<file path="config.mk">
export PLATFORM = sky130hd
export DESIGN_NAME = el2_dccm_port_arb
export DESIGN_NICKNAME = d
export VERILOG_FILES = /design/src/rtl/el2_dccm_port_arb.sv
export SDC_FILE = /design/constraint.sdc
export NUM_CORES = 1
export LEC_CHECK = 0
export BUFFER_PORTS_ARGS = -buffer_cell sky130_fd_sc_hd__buf_2
export CAP_MARGIN = 20
export CORE_AREA = 2 2 106 108
export CTS_CLUSTER_SIZE = 14
export DETAILED_ROUTE_END_ITERATION = 12
export DIE_AREA = 0 0 108 110
export PLACE_DENSITY = 0.63
export SLEW_MARGIN = 25
export SYNTH_ARGS = -nofsm -noshare
export SYNTH_HDL_FRONTEND = slang
export SYNTH_SLANG_ARGS = --single-unit
</file>
<file path="constraint.sdc">
create_clock -name clk -period 3 [get_ports clk]
set_clock_uncertainty 0.2 [all_clocks]
set_input_delay 0.15 -clock clk [delete_from_list [all_inputs] [get_ports clk]]
set_output_delay 0.15 -clock clk [all_outputs]
set_load 0.02 [all_outputs]
</file>
<file path="src/rtl/el2_dccm_port_arb.sv">
`default_nettype none
// ---------------------------------------------------------------------------
// el2_dccm_port_arb - LSU/DMA arbiter for a single-port DCCM, zero-init on reset
// Revision: 1.0
// ---------------------------------------------------------------------------
module el2_dccm_port_arb #(
  parameter int ADDR_W     = 16,
  parameter int DATA_W     = 39,
  parameter int STARVE_MAX = 4,
  parameter int INIT_EN    = 1,
  parameter int INIT_WORDS = 16384
) (
  input  logic              clk,
  input  logic              rst_l,
  input  logic              lsu_req_valid,
  input  logic              lsu_req_wr,
  input  logic [ADDR_W-1:0] lsu_req_addr,
  input  logic [DATA_W-1:0] lsu_req_wdata,
  output logic              lsu_req_ready,
  input  logic              dma_req_valid,
  input  logic              dma_req_wr,
  input  logic [ADDR_W-1:0] dma_req_addr,
  input  logic [DATA_W-1:0] dma_req_wdata,
  output logic              dma_req_ready,
  output logic              dccm_wren,
  output logic              dccm_rden,
  output logic [ADDR_W-1:0] dccm_wr_addr_lo,
  output logic [ADDR_W-1:0] dccm_rd_addr_lo,
  output logic [DATA_W-1:0] dccm_wr_data_lo,
  input  logic [DATA_W-1:0] dccm_rd_data_lo,
  output logic              rd_valid_lsu,
  output logic              rd_valid_dma,
  output logic [DATA_W-1:0] rd_data,
  output logic              init_done
);

  localparam int               CNT_W      = $clog2(INIT_WORDS) + 1;
  localparam logic [0:0]       ST_INIT    = 1'b0;
  localparam logic [0:0]       ST_RUN     = 1'b1;
  localparam logic [0:0]       ST_RESET   = (INIT_EN != 0) ? ST_INIT : ST_RUN;
  localparam logic [3:0]       STARVE_LIM = 4'(STARVE_MAX);
  localparam logic [CNT_W-1:0] INIT_LAST  = CNT_W'(INIT_WORDS - 1);

  logic [0:0]       state_q, state_d;
  logic [CNT_W-1:0] init_cnt_q, init_cnt_d;
  logic [3:0]       starve_cnt_q, starve_cnt_d;
  logic             rd_valid_lsu_q, rd_valid_lsu_d;
  logic             rd_valid_dma_q, rd_valid_dma_d;
  logic             init_done_q, init_done_d;

  logic              run_act;
  logic              init_act;
  logic              lsu_gnt;
  logic              dma_gnt;
  logic [ADDR_W-1:0] init_addr;

  // Strobes and grants are gated by rst_l so nothing escapes while reset is held.
  assign run_act   = (state_q == ST_RUN) && rst_l;
  assign init_act  = (state_q == ST_INIT) && rst_l;
  assign dma_gnt   = run_act && dma_req_valid && (!lsu_req_valid || (starve_cnt_q == STARVE_LIM));
  assign lsu_gnt   = run_act && lsu_req_valid && !dma_gnt;
  assign init_addr = ADDR_W'({init_cnt_q, 2'b00});

  always_ff @(posedge clk or negedge rst_l) begin
    if (!rst_l) begin
      state_q        <= ST_RESET;
      init_cnt_q     <= '0;
      starve_cnt_q   <= '0;
      rd_valid_lsu_q <= 1'b0;
      rd_valid_dma_q <= 1'b0;
      init_done_q    <= 1'b0;
    end else begin
      state_q        <= state_d;
      init_cnt_q     <= init_cnt_d;
      starve_cnt_q   <= starve_cnt_d;
      rd_valid_lsu_q <= rd_valid_lsu_d;
      rd_valid_dma_q <= rd_valid_dma_d;
      init_done_q    <= init_done_d;
    end
  end

  always_comb begin
    state_d      = state_q;
    init_cnt_d   = '0;
    starve_cnt_d = '0;
    case (state_q)
      ST_INIT: begin
        init_cnt_d = init_cnt_q + CNT_W'(1);
        if (init_cnt_q == INIT_LAST) state_d = ST_RUN;
      end
      default: begin
        // DMA still waiting means the LSU took this cycle; count it, saturating.
        if (dma_req_valid && !dma_gnt) begin
          starve_cnt_d = (starve_cnt_q == STARVE_LIM) ? starve_cnt_q : starve_cnt_q + 4'd1;
        end
      end
    endcase
    init_done_d    = (state_d == ST_RUN);
    rd_valid_lsu_d = lsu_gnt && !lsu_req_wr;
    rd_valid_dma_d = dma_gnt && !dma_req_wr;
  end

  always_comb begin
    lsu_req_ready   = lsu_gnt;
    dma_req_ready   = dma_gnt;
    dccm_wren       = 1'b0;
    dccm_rden       = 1'b0;
    dccm_wr_addr_lo = '0;
    dccm_rd_addr_lo = '0;
    dccm_wr_data_lo = '0;
    if (init_act) begin
      dccm_wren       = 1'b1;
      dccm_wr_addr_lo = init_addr;
    end else if (lsu_gnt) begin
      if (lsu_req_wr) begin
        dccm_wren       = 1'b1;
        dccm_wr_addr_lo = lsu_req_addr;
        dccm_wr_data_lo = lsu_req_wdata;
      end else begin
        dccm_rden       = 1'b1;
        dccm_rd_addr_lo = lsu_req_addr;
      end
    end else if (dma_gnt) begin
      if (dma_req_wr) begin
        dccm_wren       = 1'b1;
        dccm_wr_addr_lo = dma_req_addr;
        dccm_wr_data_lo = dma_req_wdata;
      end else begin
        dccm_rden       = 1'b1;
        dccm_rd_addr_lo = dma_req_addr;
      end
    end
  end

  assign rd_valid_lsu = rd_valid_lsu_q;
  assign rd_valid_dma = rd_valid_dma_q;
  assign init_done    = init_done_q;
  assign rd_data      = dccm_rd_data_lo;

endmodule
`default_nettype wire

</file>
==> out/metrics.cfg, run 1 <==
[status]
status=finished, final reports clean

[worst_setup_path]
worst_path_max_delay_cell=buf_4
required_ns=2.65
critPathTopFamily=buffers and inverters
critical_path_class=reg2out
critPathLaunchType=register
cp.depth=7
cp.arrival_ns=2.42
critical_path.max_stage_delay_ns=0.42
cp-end-kind=output port
cp_num_buf_inv=3
crit-reg2reg-launch=init_cnt_q[0]
cp_max_fo=45
path_cells=inv_1, ha_1, and4b_2, nor3b_4, buf_4, a22o_1, buf_2
reg2reg_depth=4
startpoint=starve_cnt_q[0]

[routing]
postRouteAntennaNets=0
post_drt_wl_per_cell_um=22.1
drt_wl_total_um=12100
via_count=2795
dr.pass1.iters=4
drtIter0Drc=222
drt-vias-per-instance=5.10
drc=0

[timing]
post-route-min-period_ns=2.77
rsz0062_at_grt=false
tightestPinTransition_ns=0.466
period_share_pct=92.3
fmax_ghz=0.361
setup_tns_ns=0
maxSlewHeadroom_pct=68.6
drv_slew=0
setup_viol=0
hold_viol_final=0
setup_ws_ns=0.231

[yosys]
muxShareOfSynthArea_pct=2.35
ys_warn_count=0
ys.flop_type=dfrtp_1
synth_cell_types=38
syn_area_per_cell_um2=9.10
yosysMostFrequentCell=a22o_1
synthAdderAreaFrac_pct=1.64
synth.cell_area_um2=2290
yosysSeqAreaShare_pct=24.0
yosysTopAreaCell=dfrtp_1
synthTopCellsByArea=dfrtp_1 24%, a22o_1 22%, buf_4 15%, a221o_1 6.1%, and2_1 3.8%
synth_top_area_share_pct=24.0
syn_inst=252
ys_async_sr_fraction_pct=100
synthSimpleGateAreaFrac_pct=17.9
synth-compound-area-share_pct=33.7
yosys-top-cells-count=57 x a22o_1, 45 x buf_4, 22 x dfrtp_1
syn_nets=410
synth_xor_area_share_pct=1.91
synth_edf_count=0
ys_ff_latch=22
synth_top_family_by_area=compound AO/OA/AOI/OAI gates

[global_route]
grt_pass1_wl_um=16000
grt_antenna_before_repair=9
grt_max_degree=46
grt_overflow_total=0
grt_pass1_vias=2658
grtUsageTotal_pct=18.6

[power_and_ir_drop]
vdd_drop_max_mv=0.162
fin_total_pwr_uw=629
p_leak_nw=1.73
powerDensity_nw_per_um2=196

[placement]
place_congestion=0.909
hpwl_um=10300
port_buffers=193
dpl_cell_area_um2=3130
pre_cts_ws_ns=0.543

[finish]
fin_area_um2=3210
drive_gt1_share_pct=54.6
nNetsFinal=562
layout-area-overhead-vs-synth_pct=39.9

[cts]
postCtsHoldBufs=1
numCtsBuffers=3
clock_latency_ns=0.26
tritoncts=built
clock-root-buffer=clkbuf_8
cts_num_sinks=22
cts.clk_slew.worst_paths_ns=0.08
cts_buffer_depth=2
cts_max_level=1
ctsResizeCount=0
postCtsSetupBuffers=0

[floorplan]
io_pins=272
row_count=38
core_um2=10700
dieArea_um2=11900
die_h_um=110
floorplan.initialDensity_pct=21.4
die_w_um=108

[worst_hold_path]
hp-class=in2reg
hold_depth=3
hold_path_startpoint=dma_req_valid

[run]
drv_cap=0

==> where the power goes <==
part           leakage, nW  switching, mW  internal, mW
logic                 1.41         0.0575        0.0622
clock network       0.0288         0.0961         0.117
registers            0.293              0         0.296
total                 1.73          0.154         0.475
==> per-stage QoR <==
stage / utilization, % / hold WS [ns] / cells
finish: 30.0 / 0.0511 / 548
global route: 29.9 / 0.0620 / 545
CTS: 29.9 / 0.0434 / 543
detailed placement: 29.3 / -0.137 / 538
global placement: 29.3 / -0.141 / 538
floorplan: - / -0.346 / 252
==> cells in the final DEF (no fill, tap or decap), drive strengths merged <==
cell         synthesis  layout
or3                  4       4
and4b                1       1
ha                   3       3
or2                  1       1
a22o                57      57
dlygate4sd3          0       1
a21o                 1       1
a21boi               1       1
a211oi               2       2
nor3                 4       4
o31ai                4       4
buf                 53     202
a221o               14      14
nor3b                1       1
mux2                 3       3
or4                  4       4
dfrtp               22      22
diode                0       5
nor2b                4       4
inv                  6       6
nand3                8       8
nor4                 3       3
nor2                10      10
nand2                5       5
clkbuf               3       4
o21ai                3       3
a21oi                9       9
and2                14      14
xnor2                3       3
nand3b               1       1
xor2                 2       2
mux2i                2       2
nand4                4       4
==> cells by family (layout without fill, tap and decap cells) <==
family / Yosys count / after routing
AO/OA/AOI/OAI: 91 / 91
AND/OR/NAND/NOR: 64 / 64
buffers and inverters: 62 / 213
flip-flops: 22 / 22
XOR/XNOR: 5 / 5
multiplexers: 5 / 5
adder cells (fa/ha/maj): 3 / 3
other: 0 / 5
==> layout make-up <==
cell class,instances,area [um^2]
Clock buffer,4,55.1
Tap cell,140,175
Timing Repair Buffer,203,1060
Antenna cell,5,12.5
Multi-Input combinational cell,168,1340
Fill cell,1138,7490
Sequential cell,22,551
Inverter,6,22.5
==> registers in the layout, summed over array words and instances (netlist names) <==
name and count:
init_done 1, rd_valid_lsu 1, starve_cnt_q 4, init_cnt_q 15
rd_valid_dma 1
==> layer usage <==
metal / global-route usage (%) / part of all wire (%) / vias up
li1: - / - / 1240
met1: 21.3 / 38 / 1356
met2: 29.7 / 46 / 167
met3: 11.3 / 14 / 22
met4: 3.94 / 1.3 / 10
met5: 0.893 / 0.45 / -
==> worst paths after layout <==
kind | to | slack, ns
min reg2reg | init_cnt_q[0] | 0.34
min | starve_cnt_q[2] | 0.05
max | dccm_wr_data_lo[28] | 0.23
max reg2reg | init_cnt_q[14] | 1.02
max in group asynchronous | init_done | 2.00
min in group asynchronous | starve_cnt_q[1] | 0.12
==> worst reg2reg max path, cell delays in order, from the launching register on <==
cell and delay, ns:
dfrtp_1 0.44, ha_1 0.26, nand4_2 0.24, nor4_2 0.36, mux2_2 0.37
(Power assumes the default switching activity.)
==> run 2: changes to the inputs <==
CORE_AREA = 4 4 102 104   (was 2 2 106 108)
DIE_AREA = 0 0 106 108   (was 0 0 108 110)
PLACE_DENSITY = 0.69   (was 0.63)
==> run 2 against run 1 <==
Compared with the run above: first-iteration DRC count fell by 27%; register-to-register slack got worse by 0.05 ns; non-clock buffer count shrank 2; die area is 3.6% lower; global-route usage fell by 2.7 points; sequential power about the same; count of clock-buffer cells in the layout unchanged; clock power about the same; maximum frequency rose by 8.3%; via count decreased by 4.3%; setup slack improved by 0.21 ns; final cell count is 2.6% lower.
==> out/metrics.cfg, run 2 (synthesized netlist as in run 1, its figures left out) <==
[cts]
clock_latency_ns=0.26  ; about the same
ctsResizeCount=0  ; unchanged
clock-root-buffer=clkbuf_8
postCtsHoldBufs=1  ; unchanged
cts.clk_slew.worst_paths_ns=0.08  ; about the same
tritoncts=built
cts_buffer_depth=2  ; unchanged
postCtsSetupBuffers=0  ; unchanged
numCtsBuffers=3  ; unchanged
cts_max_level=1  ; unchanged
cts_num_sinks=22  ; unchanged

[run]
drv_cap=0  ; unchanged

[floorplan]
row_count=36  ; -5.3%
io_pins=272  ; unchanged
die_w_um=106  ; -1.9%
core_um2=9550  ; -11%
dieArea_um2=11400  ; -3.6%
die_h_um=108  ; -1.8%
floorplan.initialDensity_pct=24.0  ; +2.6 points

[worst_hold_path]
hp-class=in2reg
hold_end=starve_cnt_q[2]
hold_depth=3  ; unchanged
hold_path_startpoint=dma_req_valid

[timing]
setup_viol=0  ; unchanged
maxSlewHeadroom_pct=66.1  ; -2.5 points
tightestPinTransition_ns=0.503  ; +0.0371 ns
post-route-min-period_ns=2.56  ; -0.211 ns
fmax_ghz=0.391  ; +8.3%
drv_slew=0  ; unchanged
period_share_pct=85.3  ; -7.0 points
hold_viol_final=0  ; unchanged
setup_tns_ns=0  ; unchanged
setup_ws_ns=0.442  ; +0.211 ns
rsz0062_at_grt=false
fin_hold_ws_ns=0.0525  ; +0.00143 ns

[worst_setup_path]
required_ns=2.65  ; about the same
cp_max_fo=51  ; +13%
regToRegSetupSlack_ns=0.97  ; -0.05 ns
critical_path_class=in2out
reg2reg_depth=4  ; unchanged
critPathLaunchType=input port
timing.rr.end=init_cnt_q[14]
cp.arrival_ns=2.21  ; -0.21 ns
crit-reg2reg-launch=init_cnt_q[0]
cp-end-kind=output port

[finish]
final_util_pct=33.3  ; +3.4 points
nNetsFinal=560  ; -0.36%
regMostFlops=init_cnt_q
final_cell_mix=193 x buf_2, 57 x a22o_1, 22 x dfrtp_1
reg.largest.list=init_cnt_q x15, starve_cnt_q x4
largest_register_ffs=15  ; unchanged
stdcell_count=534  ; -2.6%
fin_area_um2=3180  ; -0.74%
drive_gt1_share_pct=54.4  ; -0.23 points
layout_commonest_cell=buf_2
layout-area-overhead-vs-synth_pct=38.8
num-fill-cells=1015  ; -11%
n_antenna_cell=0  ; -5

[global_route]
grt_max_degree=57  ; +24%
grt_antenna_before_repair=5  ; -4
grt_pass1_vias=2521  ; -5.2%
grt-busiest-layer=met2
grtUsageTotal_pct=15.9  ; -2.7 points
grt_overflow_total=0  ; unchanged
grt_pass1_wl_um=14400  ; -10%
grt_util_met3_pct=6.21  ; -5.1 points
use_met2_pct=26.5  ; -3.1 points
grt_use_met1_pct=19.5  ; -1.8 points

[routing]
drt_wl_total_um=10100  ; -17%
drc=0  ; unchanged
drtIter0Drc=162  ; -27%
post_drt_wl_per_cell_um=18.9  ; -14%
drt-vias-per-instance=5.01  ; -1.8%
postRouteAntennaNets=0  ; unchanged
via_count=2674  ; -4.3%
dr.pass1.iters=4  ; unchanged

[status]
status=finished, final reports clean

[placement]
port_buffers=193  ; unchanged
dpl_cell_area_um2=3120  ; -0.36%
place_congestion=0.842  ; -7.4%
hpwl_um=8590  ; -16%
pre_cts_ws_ns=0.733  ; +0.190 ns
dp_cells=529  ; -1.7%

[power_and_ir_drop]
vdd_drop_max_mv=0.184  ; +13%
p_leak_nw=1.72  ; -0.48%
powerDensity_nw_per_um2=197  ; +0.27%
fin_total_pwr_uw=626  ; -0.48%

run 2: metal layers:
layer / vias to the layer above / share of wire, %
met5: - / 0.61
met4: 10 / 1.2
met3: 20 / 11
met2: 161 / 49
met1: 1259 / 38
li1: 1224 / -
run 2: cell type report:
class | instances | area [um^2] | area share [%]
well taps | 133 | 166 | 5.23
repair buffers | 201 | 1050 | 33.1
multi-input cells | 168 | 1340 | 42.0
flip-flops and latches | 22 | 551 | 17.3
inverters | 6 | 22.5 | 0.707
clock buffers | 4 | 55.1 | 1.73
run 2: report_power, final:
part | total (mW) | internal, mW | switching, mW
Clock | 0.214 | 0.117 | 0.0965
Sequential | 0.296 | 0.296 | 0
Combinational | 0.116 | 0.0620 | 0.0543
Total | 0.626 | 0.475 | 0.151
run 2: how the worst max path moves through the flow:
stage,end,cells past startpoint,start
5_1_grt,dccm_rd_addr_lo[10],7,rst_l
6_report,dccm_wr_addr_lo[5],7,rst_l
3_3_place_gp,dccm_wr_addr_lo[3],7,starve_cnt_q[0]
4_1_cts,dccm_wr_addr_lo[5],7,rst_l
2_1_floorplan,dccm_wr_addr_lo[0],7,starve_cnt_q[0]
3_5_place_dp,dccm_wr_addr_lo[3],7,starve_cnt_q[0]
run 2: critical path, cell delays in order:
cell and delay, ns:
dlygate4sd3_1 0.51, buf_2 0.31, nand4_1 0.21, a21oi_4 0.28, buf_12 0.26, a221o_1 0.24
buf_2 0.18
==> run 3: changes to the inputs <==
CORE_AREA = 4 4 104 106   (was 4 4 102 104)
DIE_AREA = 0 0 108 110   (was 0 0 106 108)
PLACE_DENSITY = 0.67   (was 0.69)
clock period = 2.6 ns   (was 3 ns; I/O delays follow)
==> run 3 against run 2 <==
Compared with the run above: combinational power is 18% higher; die area up 3.8%; final cell count up 0.75%; via count about the same; sequential power is 16% higher; wire length up 4.4%; sequential share of layout area down 0.10 points; final area up 0.59%; core utilization decreased by 0.58 points; total power grew 9.5%; register-to-register slack lost 0.30 ns.
==> out/metrics.cfg, run 3 (synthesized netlist as in run 1, its figures left out) <==
[finish]
regMostFlops=init_cnt_q
seqCellArea_um2=551  ; unchanged
nNetsFinal=564  ; +0.71%
final_cell_mix=193 x buf_2, 57 x a22o_1, 22 x dfrtp_1
largest_register_ffs=15  ; unchanged
final_util_pct=32.8  ; -0.58 points
num-fill-cells=1029  ; +1.4%
reg.largest.list=init_cnt_q x15, starve_cnt_q x4
layout-area-overhead-vs-synth_pct=39.7
layout_commonest_cell=buf_2
drive_gt1_share_pct=54.7  ; +0.34 points
multi_input_area_um2=1340  ; unchanged

[routing]
drc=0  ; unchanged
post_drt_wl_per_cell_um=19.6  ; +3.7%
drtIter0Drc=199  ; +23%
dr.pass1.iters=5  ; +1
postRouteAntennaNets=0  ; unchanged
via_count=2675  ; +0.037%
drt_wl_total_um=10500  ; +4.4%
drt-vias-per-instance=4.97  ; -0.71%

[timing]
post-route-min-period_ns=2.49
rsz0062_at_grt=false
hold_viol_final=0  ; unchanged
drv_slew=0  ; unchanged
setup_viol=0  ; unchanged
setup_tns_ns=0  ; unchanged
maxSlewHeadroom_pct=68.9  ; +2.8 points
fmax_ghz=0.402
period_share_pct=95.8
tightestPinTransition_ns=0.462  ; -0.0412 ns

[floorplan]
floorplan.initialDensity_pct=23.5  ; -0.55 points
io_pins=272  ; unchanged
dieArea_um2=11900  ; +3.8%
die_h_um=110  ; +1.9%
row_count=36  ; unchanged
die_w_um=108  ; +1.9%
core_um2=9770  ; +2.4%

[power_and_ir_drop]
vdd_drop_max_mv=0.115  ; -37%
p_leak_nw=1.74  ; +0.76%
powerDensity_nw_per_um2=214  ; +8.8%

[worst_setup_path]
cp-end-kind=output port
critical_path_class=reg2out
critPathLaunchType=register
startpoint=starve_cnt_q[0]
crit-reg2reg-launch=init_cnt_q[0]
cp.arrival_ns=2.16  ; -0.05 ns
cp_max_fo=45  ; -12%
required_ns=2.27  ; -0.38 ns

[cts]
clock_latency_ns=0.26  ; about the same
numCtsBuffers=3  ; unchanged
cts_num_sinks=22  ; unchanged
cts_buffer_depth=2  ; unchanged
cts.clk_slew.worst_paths_ns=0.07  ; about the same
tritoncts=built
cts_max_level=1  ; unchanged
clock-root-buffer=clkbuf_8

[placement]
hpwl_um=9230  ; +7.5%
place_congestion=0.939  ; +11%
port_buffers=193  ; unchanged

[global_route]
grt_max_degree=46  ; -19%
grt_pass1_vias=2517  ; -0.16%
grt_antenna_before_repair=2  ; -3
grt_overflow_total=0  ; unchanged
grtUsageTotal_pct=15.8  ; -0.13 points
grt_pass1_wl_um=14400  ; +0.38%

[worst_hold_path]
hold_path_startpoint=dma_req_valid
hp-class=in2reg

[run]
drv_cap=0  ; unchanged

[status]
status=finished, final reports clean

## run 3: metrics by stage
stage               instance area [um^2]  power, mW  setup WS [ns]  hold WS (ns)  cells
floorplan                           2290      0.450          0.601        -0.366    252
global placement                    3110      0.484          0.267        -0.188    530
detailed placement                  3110      0.485          0.214        -0.183    530
CTS                                 3180      0.693         0.0186        0.0151    535
global route                        3200      0.717        0.00750        0.0322    537
finish                              3200      0.685          0.110        0.0208    538
## run 3: power by group
group,leakage [nW],internal [mW],switching [mW],total (mW)
clock network,0.0216,0.103,0.103,0.206
logic,1.42,0.0716,0.0657,0.137
registers,0.293,0.342,0,0.342
total,1.74,0.517,0.169,0.685
## run 3: cell type report
class                   count  share of cell area (%)
multi-input cells         168                    41.7
repair buffers            205                    33.8
flip-flops and latches     22                    17.2
well taps                 133                    5.20
clock buffers               3                    1.29
inverters                   6                   0.703
diodes                      1                  0.0781
## run 3: critical path, cell delays in order, from the launching register on
cell and delay, ns:
dfrtp_1 0.41, inv_1 0.07, ha_1 0.25, and4b_2 0.29, nor3b_4 0.24, buf_12 0.25
a22o_1 0.19, buf_2 0.18
## run 3: routing by layer
layer | vias to the layer above | share of wire [%] | track usage (%)
li1 | 1240 | - | -
met1 | 1279 | 33 | 17.2
met2 | 142 | 56 | 31.1
met3 | 12 | 9.4 | 3.84
met4 | 2 | 0.88 | 2.52
met5 | - | 0.12 | 0
## run 3: path summary, 6_finish.rpt
path                                             to  slack [ns]  depth (start not counted)
worst max-delay path            dccm_wr_data_lo[29]        0.11                          7
worst min-delay path                starve_cnt_q[2]        0.02                          3
worst max register to register       init_cnt_q[14]        0.67                          4
worst min register to register        init_cnt_q[0]        0.33                          1
max in group asynchronous              rd_valid_dma        1.63                          3
min in group asynchronous           starve_cnt_q[0]        0.07                          2
## run 3: what timing repair did
| item | 4_1_cts | 5_1_grt |
|---|---|---|
| setup endpoints to repair | 25 | 54 |
| buffers inserted | 1 | 2 |
| resized for setup | 1 | 3 |
| hold buffers | 1 | 0 |
| hold endpoints to repair | 22 | 0 |
| pin swaps | 1 | 3 |
